### config.mk
export PLATFORM = sky130hd
export DESIGN_NAME = change_dispenser
export DESIGN_NICKNAME = d
export VERILOG_FILES = /design/src/rtl/change_dispenser_pkg.sv /design/src/rtl/dispense_timer.sv /design/src/rtl/change_dispenser.sv
export SDC_FILE = /design/constraint.sdc
export NUM_CORES = 1
export LEC_CHECK = 0
export CORE_MARGIN = 4
export CORE_UTILIZATION = 45
export CTS_BUF_LIST = sky130_fd_sc_hd__clkbuf_4 sky130_fd_sc_hd__clkbuf_8
export CTS_CLUSTER_SIZE = 10
export DETAILED_ROUTE_END_ITERATION = 6
export GPL_TIMING_DRIVEN = 0
export HOLD_SLACK_MARGIN = 0.02
export PLACE_DENSITY = 0.62
export SLEW_MARGIN = 10
export SYNTH_ARGS = -nofsm -noshare
export SYNTH_HDL_FRONTEND = slang
export SYNTH_SLANG_ARGS = --single-unit
### constraint.sdc
create_clock -name clk -period 4.8 [get_ports clk]
set_clock_uncertainty 0.05 [all_clocks]
set_input_delay 0.96 -clock clk [delete_from_list [all_inputs] [get_ports clk]]
set_output_delay 0.96 -clock clk [all_outputs]
set_load 0.05 [all_outputs]
### src/rtl/change_dispenser_pkg.sv
// Shared coffee machine definitions: the change dispenser FSM states and coin values.
package change_dispenser_pkg;

    typedef enum logic [2:0] {
        IDLE,
        SELECT,
        PULSE,
        GAP,
        DONE
    } state_t;

    localparam logic [3:0] COIN1_VAL = 4'd1;
    localparam logic [3:0] COIN2_VAL = 4'd2;

    function automatic int max_int(input int a, input int b);
        return (a > b) ? a : b;
    endfunction

endpackage

### src/rtl/dispense_timer.sv
// Down-counter for eject pulse and gap timing: load, count down to zero, flag expiry.
module dispense_timer #(
    parameter int WIDTH = 16
) (
    input  logic             clk,
    input  logic             rst,
    input  logic             load,
    input  logic [WIDTH-1:0] load_val,
    output logic             expired
);

    logic [WIDTH-1:0] count;

    always_ff @(posedge clk or posedge rst) begin
        if (rst) begin
            count <= '0;
        end else if (load) begin
            count <= load_val;
        end else if (count != '0) begin
            count <= count - 1'b1;
        end
    end

    // Loading N-1 makes the owning state last exactly N cycles.
    assign expired = (count == '0);

endmodule

### src/rtl/change_dispenser.sv
// Change payout FSM: ejects 2-unit coins while possible, 1-unit coins otherwise,
// with timed eject pulses and gaps, until the accepted amount has been paid.
module change_dispenser
    import change_dispenser_pkg::*;
#(
    parameter int PULSE_CYCLES = 50000,
    parameter int GAP_CYCLES   = 50000
) (
    input  logic       clk,
    input  logic       rst,
    input  logic       start,
    input  logic [3:0] amount,
    input  logic       coin2_empty,
    output logic       busy,
    output logic       coin1_out,
    output logic       coin2_out,
    output logic [3:0] remaining,
    output logic       done
);

    localparam int MAX_CYC = max_int(PULSE_CYCLES, GAP_CYCLES);
    localparam int TW      = $clog2(MAX_CYC + 1);

    state_t          state;
    state_t          state_next;
    logic            use2;
    logic            use2_next;
    logic [3:0]      rem_next;
    logic [3:0]      coin_val;
    logic            tmr_load;
    logic [TW-1:0]   tmr_val;
    logic            tmr_expired;

    dispense_timer #(
        .WIDTH(TW)
    ) u_timer (
        .clk     (clk),
        .rst     (rst),
        .load    (tmr_load),
        .load_val(tmr_val),
        .expired (tmr_expired)
    );

    // Coin outputs are registered copies of the PULSE state, so they trail it by one cycle.
    always_ff @(posedge clk or posedge rst) begin
        if (rst) begin
            state     <= IDLE;
            remaining <= '0;
            use2      <= 1'b0;
            coin1_out <= 1'b0;
            coin2_out <= 1'b0;
        end else begin
            state     <= state_next;
            remaining <= rem_next;
            use2      <= use2_next;
            coin1_out <= (state == PULSE) && !use2;
            coin2_out <= (state == PULSE) && use2;
        end
    end

    always_comb begin
        state_next = state;
        rem_next   = remaining;
        use2_next  = use2;
        tmr_load   = 1'b0;
        tmr_val    = '0;
        coin_val   = use2 ? COIN2_VAL : COIN1_VAL;
        case (state)
            IDLE: begin
                if (start) begin
                    rem_next   = amount;
                    state_next = (amount != 4'd0) ? SELECT : DONE;
                end
            end
            SELECT: begin
                // The hopper-empty flag is only looked at here; the coin in flight is fixed.
                use2_next  = (remaining >= COIN2_VAL) && !coin2_empty;
                tmr_load   = 1'b1;
                tmr_val    = TW'(PULSE_CYCLES - 1);
                state_next = PULSE;
            end
            PULSE: begin
                if (tmr_expired) begin
                    rem_next   = remaining - coin_val;
                    tmr_load   = 1'b1;
                    tmr_val    = TW'(GAP_CYCLES - 1);
                    state_next = GAP;
                end
            end
            GAP: begin
                if (tmr_expired) begin
                    state_next = (remaining == 4'd0) ? DONE : SELECT;
                end
            end
            DONE: begin
                state_next = IDLE;
            end
            default: begin
                state_next = IDLE;
            end
        endcase
    end

    assign busy = (state != IDLE);
    assign done = (state == DONE);

endmodule
==> flow_metrics.env, run 1 <==
export IMPL_status="finished, final reports clean"
export IMPL_antenna_found_initial=0
export IMPL_firstDrtPassIters=4
export IMPL_crit_buf_inv=2
export IMPL_cts_hold_buf=0
export IMPL_p_sw_frac=0.438
export IMPL_powerDensity_nw_per_um2=520
export IMPL_start_util=0.489
export IMPL_tightest_slew_ns=0.970
export IMPL_route_vias_total=1339
export IMPL_crit_path_max_fanout=10
export IMPL_worstSetupPathType="reg2out"
export IMPL_rsz0062_at_grt="no"
export IMPL_final_nets=199
export IMPL_wl_per_cell_um=15.0
export IMPL_use_met3=0.0354
export IMPL_place_gp_congestion=0.839
export IMPL_setup_violations=0
export IMPL_htreeDepth=1
export IMPL_cp_start_kind="flop"
export IMPL_synth_seq_cells=26
export IMPL_cap_violations=0
export IMPL_clkTransAtPathRegs_ns=0.14
export IMPL_worstPathRequired_ns=3.79
export IMPL_yosys_top_cells_area="dfrtp_1, a21oi_1, or3_1"
export IMPL_power_leakage_nw=0.738
export IMPL_seq_power_share=0.421
export IMPL_grt_ovfl_total=0
export IMPL_n_antenna_cell=0
export IMPL_yosys_warnings=0
export IMPL_first_iter_violations=90
export IMPL_grt_pass1_wl_mm=5.94
export IMPL_critPathMaxStageDelay_ns=0.71
export IMPL_clock_latency_ns=0.32
export IMPL_die_area_um2=4430
export IMPL_netlist_instances=166
export IMPL_io_pins=16
export IMPL_synth_nets=179
export IMPL_post_cts_buffers=0
export IMPL_area_growth_pct=15.7
export IMPL_grt_pass1_vias=1236
export IMPL_tns_ns=0
export IMPL_yosysSeqAreaShare=0.422
export IMPL_synth_top_area_cell="dfrtp_1"
export IMPL_clockBufferDepth=2
export IMPL_ir_drop_uv=365
export IMPL_synth_top_area_frac=0.422
export IMPL_synth_most_common_cell="dfrtp_1"
export IMPL_track_usage=0.176
export IMPL_cts_tree="yes"
export IMPL_slew_headroom=0.352
export IMPL_crit_family="buffers and inverters"
export IMPL_clock_sinks=26
export IMPL_rows=20
export IMPL_worst_path_max_delay_cell="clkdlybuf4s50_1"
export IMPL_synth_distinct_cells=47
export IMPL_routed_wl_mm=3.43
export IMPL_viasPerCell=5.85
export IMPL_syn_area_um2=1540
export IMPL_synthTopCellsByCount="dfrtp_1, a21oi_1, inv_1, nand2_1, nor2_1"
export IMPL_drcViolationCount=0
export IMPL_layout_drive_gt1_share=0.0919
export IMPL_p_int_uw=521
export IMPL_grt_use_met1=0.249
export IMPL_ant_nets=0
export IMPL_period_share=0.618
export IMPL_grt_max_degree=27
export IMPL_fillers=308
export IMPL_syn_area_per_cell_um2=9.29
export IMPL_portBuffers=15
export IMPL_dpl_hpwl_mm=2.53
export IMPL_min_path_type="reg2reg"
export IMPL_synth_flop_cell="dfrtp_1"
export IMPL_async_reset_ff_frac=1.00
export IMPL_combPwrFrac=0.458
export IMPL_fmaxAchievable_mhz=337
export IMPL_worstPathCellList="buf_6 -> or3_1 -> clkdlybuf4s50_1"
export IMPL_cts_buffers_inserted=3
export IMPL_p_sw_uw=406
export IMPL_clockRootBuffer="clkbuf_4"
export IMPL_use_met2=0.283
export IMPL_maxSlewViolCount=0
export IMPL_die_h_um=66.5
export IMPL_synth_edf_count=0
export IMPL_clkPwrFrac=0.121
export IMPL_finalHoldViolations=0
export IMPL_post_cts_resized=0
export IMPL_fin_ws_ns=1.83
export IMPL_die_x_um=66.5
export IMPL_end_kind="output pin"
export IMPL_arrival_ns=1.96
export IMPL_core_area_um2=3150
export IMPL_busiest_layer="met2"
export IMPL_dp_worst_setup_slack_ns=2.03
export IMPL_final_min_clock_period_ns=2.97
placed cells by master (no fill, tap or decap), types with 3 or more instances in the layout:
master and count:
ha_1 4, nor4_1 3, clkbuf_4 3, nor2_1 11, nor3_1 8, nand2_1 12
or4_1 5, or3_1 10, nand3_1 7, dfrtp_1 26, o31ai_1 5, a211o_1 3
o21ai_0 6, inv_1 12, clkdlybuf4s50_1 15, a21oi_1 13
state kept, by name, indices dropped and copies added, names as in the netlist:
signal and count:
u_timer.count 16, state 3, coin1_out 1, coin2_out 1
remaining 4, use2 1
worst register-to-register path: stages (launching register included):
cell	delay, ns
dfrtp_1	0.40
inv_1	0.13
ha_1	0.17
nor4b_1	0.43
nand4_2	0.35
o21ai_2	0.54
or3_1	0.19
cell type report:
type                            instances  area [um^2]  area share
Multi-Input combinational cell        121          798       0.448
Sequential cell                        26          651       0.365
Timing Repair Buffer                   15          150      0.0842
Tap cell                               44         55.1      0.0309
Buffer                                  7         47.5      0.0267
Inverter                               12         45.0      0.0253
Clock buffer                            4         36.3      0.0204
power by group through the flow:
stage | clock, mW | combinational [mW] | sequential (mW)
final | 0.112 | 0.425 | 0.391
after global routing | 0.125 | 0.480 | 0.405
after CTS | 0.116 | 0.428 | 0.388
after detailed placement | 0 | 0.426 | 0.394
after global placement | 0 | 0.413 | 0.388
after floorplan | 0 | 0.272 | 0.431
cells by family after synthesis:
| logic type | synth area share |
|---|---|
| flops | 0.422 |
| fa+ha+maj | 0.0455 |
| compound gates | 0.196 |
| buf+inv | 0.0601 |
| xor+xnor | 0.00568 |
| simple gates | 0.270 |
worst paths after layout:
path                       slack (ns)             start                 to  cells past startpoint
max                              1.83          state[0]               busy                      3
min                              0.45              use2          coin1_out                      1
max reg2reg                      2.50  u_timer.count[0]  u_timer.count[14]                      6
min reg2reg                      0.45              use2          coin1_out                      1
max in group asynchronous        3.01               rst   u_timer.count[6]                      2
min in group asynchronous        1.10               rst   u_timer.count[5]                      2
layer usage:
metal / vias to the layer above / routed length [um]
li1: 655 / -
met1: 660 / 1680
met2: 20 / 1630
met3: 4 / 105
met4: 0 / 21
met5: - / 0
per-stage QoR:
step | power, mW | instance area [um^2] | instances | hold WS [ns] | util
after global placement | 0.801 | 1750 | 225 | 0.431 | 0.554
after global routing | 1.01 | 1780 | 229 | 0.506 | 0.565
after floorplan | 0.703 | 1540 | 166 | 0.410 | -
final | 0.928 | 1780 | 229 | 0.455 | 0.565
after detailed placement | 0.820 | 1750 | 225 | 0.441 | 0.554
after CTS | 0.932 | 1780 | 229 | 0.460 | 0.565
No activity file was read; power rests on OpenSTA's default activity.
==> run 2: changes to the inputs <==
--- a/config.mk
+++ b/config.mk
@@ -12,7 +12,7 @@
 export DETAILED_ROUTE_END_ITERATION = 6
 export GPL_TIMING_DRIVEN = 0
 export HOLD_SLACK_MARGIN = 0.02
-export PLACE_DENSITY = 0.62
+export PLACE_DENSITY = 0.64
 export SLEW_MARGIN = 10
 export SYNTH_ARGS = -nofsm -noshare
 export SYNTH_HDL_FRONTEND = slang
==> constraint.sdc (replaced) <==
create_clock -name clk -period 2.52 [get_ports clk]
set_clock_uncertainty 0.05 [all_clocks]
set_input_delay 0.504 -clock clk [delete_from_list [all_inputs] [get_ports clk]]
set_output_delay 0.504 -clock clk [all_outputs]
set_load 0.05 [all_outputs]
==> flow_metrics.env, run 2 (synthesized netlist as in run 1, its figures left out) <==
export IMPL_status="finished, final reports clean"
export IMPL_grt_max_degree=27
export IMPL_power_leakage_nw=0.755
export IMPL_core_area_um2=3150
export IMPL_final_min_clock_period_ns=2.25
export IMPL_clock_latency_ns=0.33
export IMPL_reg_top3="u_timer.count: 16 flops, remaining: 4 flops, state: 3 flops"
export IMPL_final_core_util=0.568
export IMPL_cts_buffers_inserted=3
export IMPL_crit_buf_inv=1
export IMPL_die_x_um=66.5
export IMPL_layout_drive_gt1_share=0.0919
export IMPL_worstPathCellList="inv_1 -> ha_1 -> nor4b_1 -> nand4_2 -> a2111o_1 -> a21oi_2"
export IMPL_worst_path_max_delay_cell="a2111o_1"
export IMPL_die_h_um=66.5
export IMPL_n_antenna_cell=0
export IMPL_largest_reg_flops=16
export IMPL_antenna_found_initial=0
export IMPL_fmaxAchievable_mhz=445
export IMPL_fin_area_um2=1790
export IMPL_routed_wl_mm=3.55
export IMPL_route_vias_total=1356
export IMPL_arrival_ns=2.48
export IMPL_slew_headroom=0.330
export IMPL_tightest_slew_ns=1.00
export IMPL_clock_sinks=26
export IMPL_rows=20
export IMPL_viasPerCell=5.92
export IMPL_wl_per_cell_um=15.5
export IMPL_ant_nets=0
export IMPL_cap_violations=0
export IMPL_cts_hold_buf=0
export IMPL_finalHoldViolations=0
export IMPL_firstDrtPassIters=5
export IMPL_maxSlewViolCount=0
export IMPL_portBuffers=15
export IMPL_crit_path_max_fanout=10
export IMPL_layout_commonest_cell="dfrtp_1"
export IMPL_critPathMaxStageDelay_ns=0.51
export IMPL_place_gp_congestion=0.840
export IMPL_grt_pass1_vias=1319
export IMPL_cp_start_kind="flop"
export IMPL_start_util=0.489
export IMPL_layout_common_cells="dfrtp_1, a21oi_1, clkdlybuf4s50_1"
export IMPL_clockBufferDepth=2
export IMPL_clkPwrFrac=0.123
export IMPL_area_growth_pct=16.2
export IMPL_crit_family="simple AND/OR/NAND/NOR gates"
export IMPL_p_sw_frac=0.443
export IMPL_final_nets=199
export IMPL_worstSetupPathType="reg2reg"
export IMPL_clockRootBuffer="clkbuf_4"
export IMPL_die_area_um2=4430
export IMPL_p_sw_uw=791
export IMPL_io_pins=16
export IMPL_ir_drop_uv=430
export IMPL_setup_violations=0
export IMPL_first_iter_violations=93
export IMPL_clkTransAtPathRegs_ns=0.15
export IMPL_p_int_uw=994
export IMPL_htreeDepth=1
export IMPL_regMostFlops="u_timer.count"
export IMPL_powerDensity_nw_per_um2=996
export IMPL_dpl_cell_area_um2=1750
export IMPL_cts_tree="yes"
export IMPL_period_share=0.892
export IMPL_rsz0062_at_grt="no"
export IMPL_worstPathRequired_ns=2.75
export IMPL_track_usage=0.179
export IMPL_tns_ns=0
export IMPL_grt_pass1_wl_mm=6.09
export IMPL_seq_power_share=0.420
export IMPL_dpl_hpwl_mm=2.60
export IMPL_end_kind="flop"
export IMPL_drcViolationCount=0
export IMPL_min_path_type="reg2reg"
export IMPL_grt_ovfl_total=0
export IMPL_combPwrFrac=0.456
==> run 2: timing repair <==
item,CTS,global route
setup buffers,0,0
setup endpoints to repair,1,7
resized for setup,1,2
==> run 2: area by class of cell <==
cell class | count | area (um^2)
plain buffers | 7 | 47.5
clock buffers | 4 | 36.3
fillers | 308 | 1360
inverters | 12 | 45.0
multi-input cells | 121 | 806
flip-flops and latches | 26 | 651
well taps | 44 | 55.1
repair buffers | 15 | 151
==> run 2: stage by stage <==
step	instances	hold WS, ns	power [mW]	setup slack, ns
4_1_cts	229	0.472	1.79	0.0135
5_1_grt	229	0.500	1.94	0.0600
3_5_place_dp	225	0.453	1.57	0.203
3_3_place_gp	225	0.428	1.53	0.244
6_report	229	0.465	1.78	0.273
2_1_floorplan	166	0.410	1.34	0.552
==> run 2: per-layer routing <==
metal  wire, um  GRT usage
met1       1730      0.252
met2       1620      0.286
met3        153     0.0202
met4         44     0.0584
met5          0          0
==> run 2: path summary, 6_finish.rpt <==
path                                  start          endpoint  slack [ns]  cells after the start
max                        u_timer.count[0]          state[2]        0.27                      6
min in group asynchronous               rst      remaining[1]        0.64                      2
max reg2reg                u_timer.count[0]          state[2]        0.27                      6
max in group asynchronous               rst  u_timer.count[9]        1.18                      2
min                                    use2         coin1_out        0.46                      1
min reg2reg                            use2         coin1_out        0.46                      1
==> run 2: power by group through the flow <==
stage | combinational [mW] | sequential (mW) | clock (mW)
after floorplan | 0.518 | 0.822 | 0
after global placement | 0.788 | 0.743 | 0
after detailed placement | 0.817 | 0.756 | 0
after CTS | 0.820 | 0.745 | 0.224
after global routing | 0.931 | 0.779 | 0.235
final | 0.815 | 0.750 | 0.220
==> run 2: worst reg2reg max path, stage by stage (launching register included) <==
cell      delay, ns
dfrtp_1        0.41
inv_1          0.12
ha_1           0.17
nor4b_1        0.43
nand4_2        0.38
a2111o_1       0.51
a21oi_2        0.13
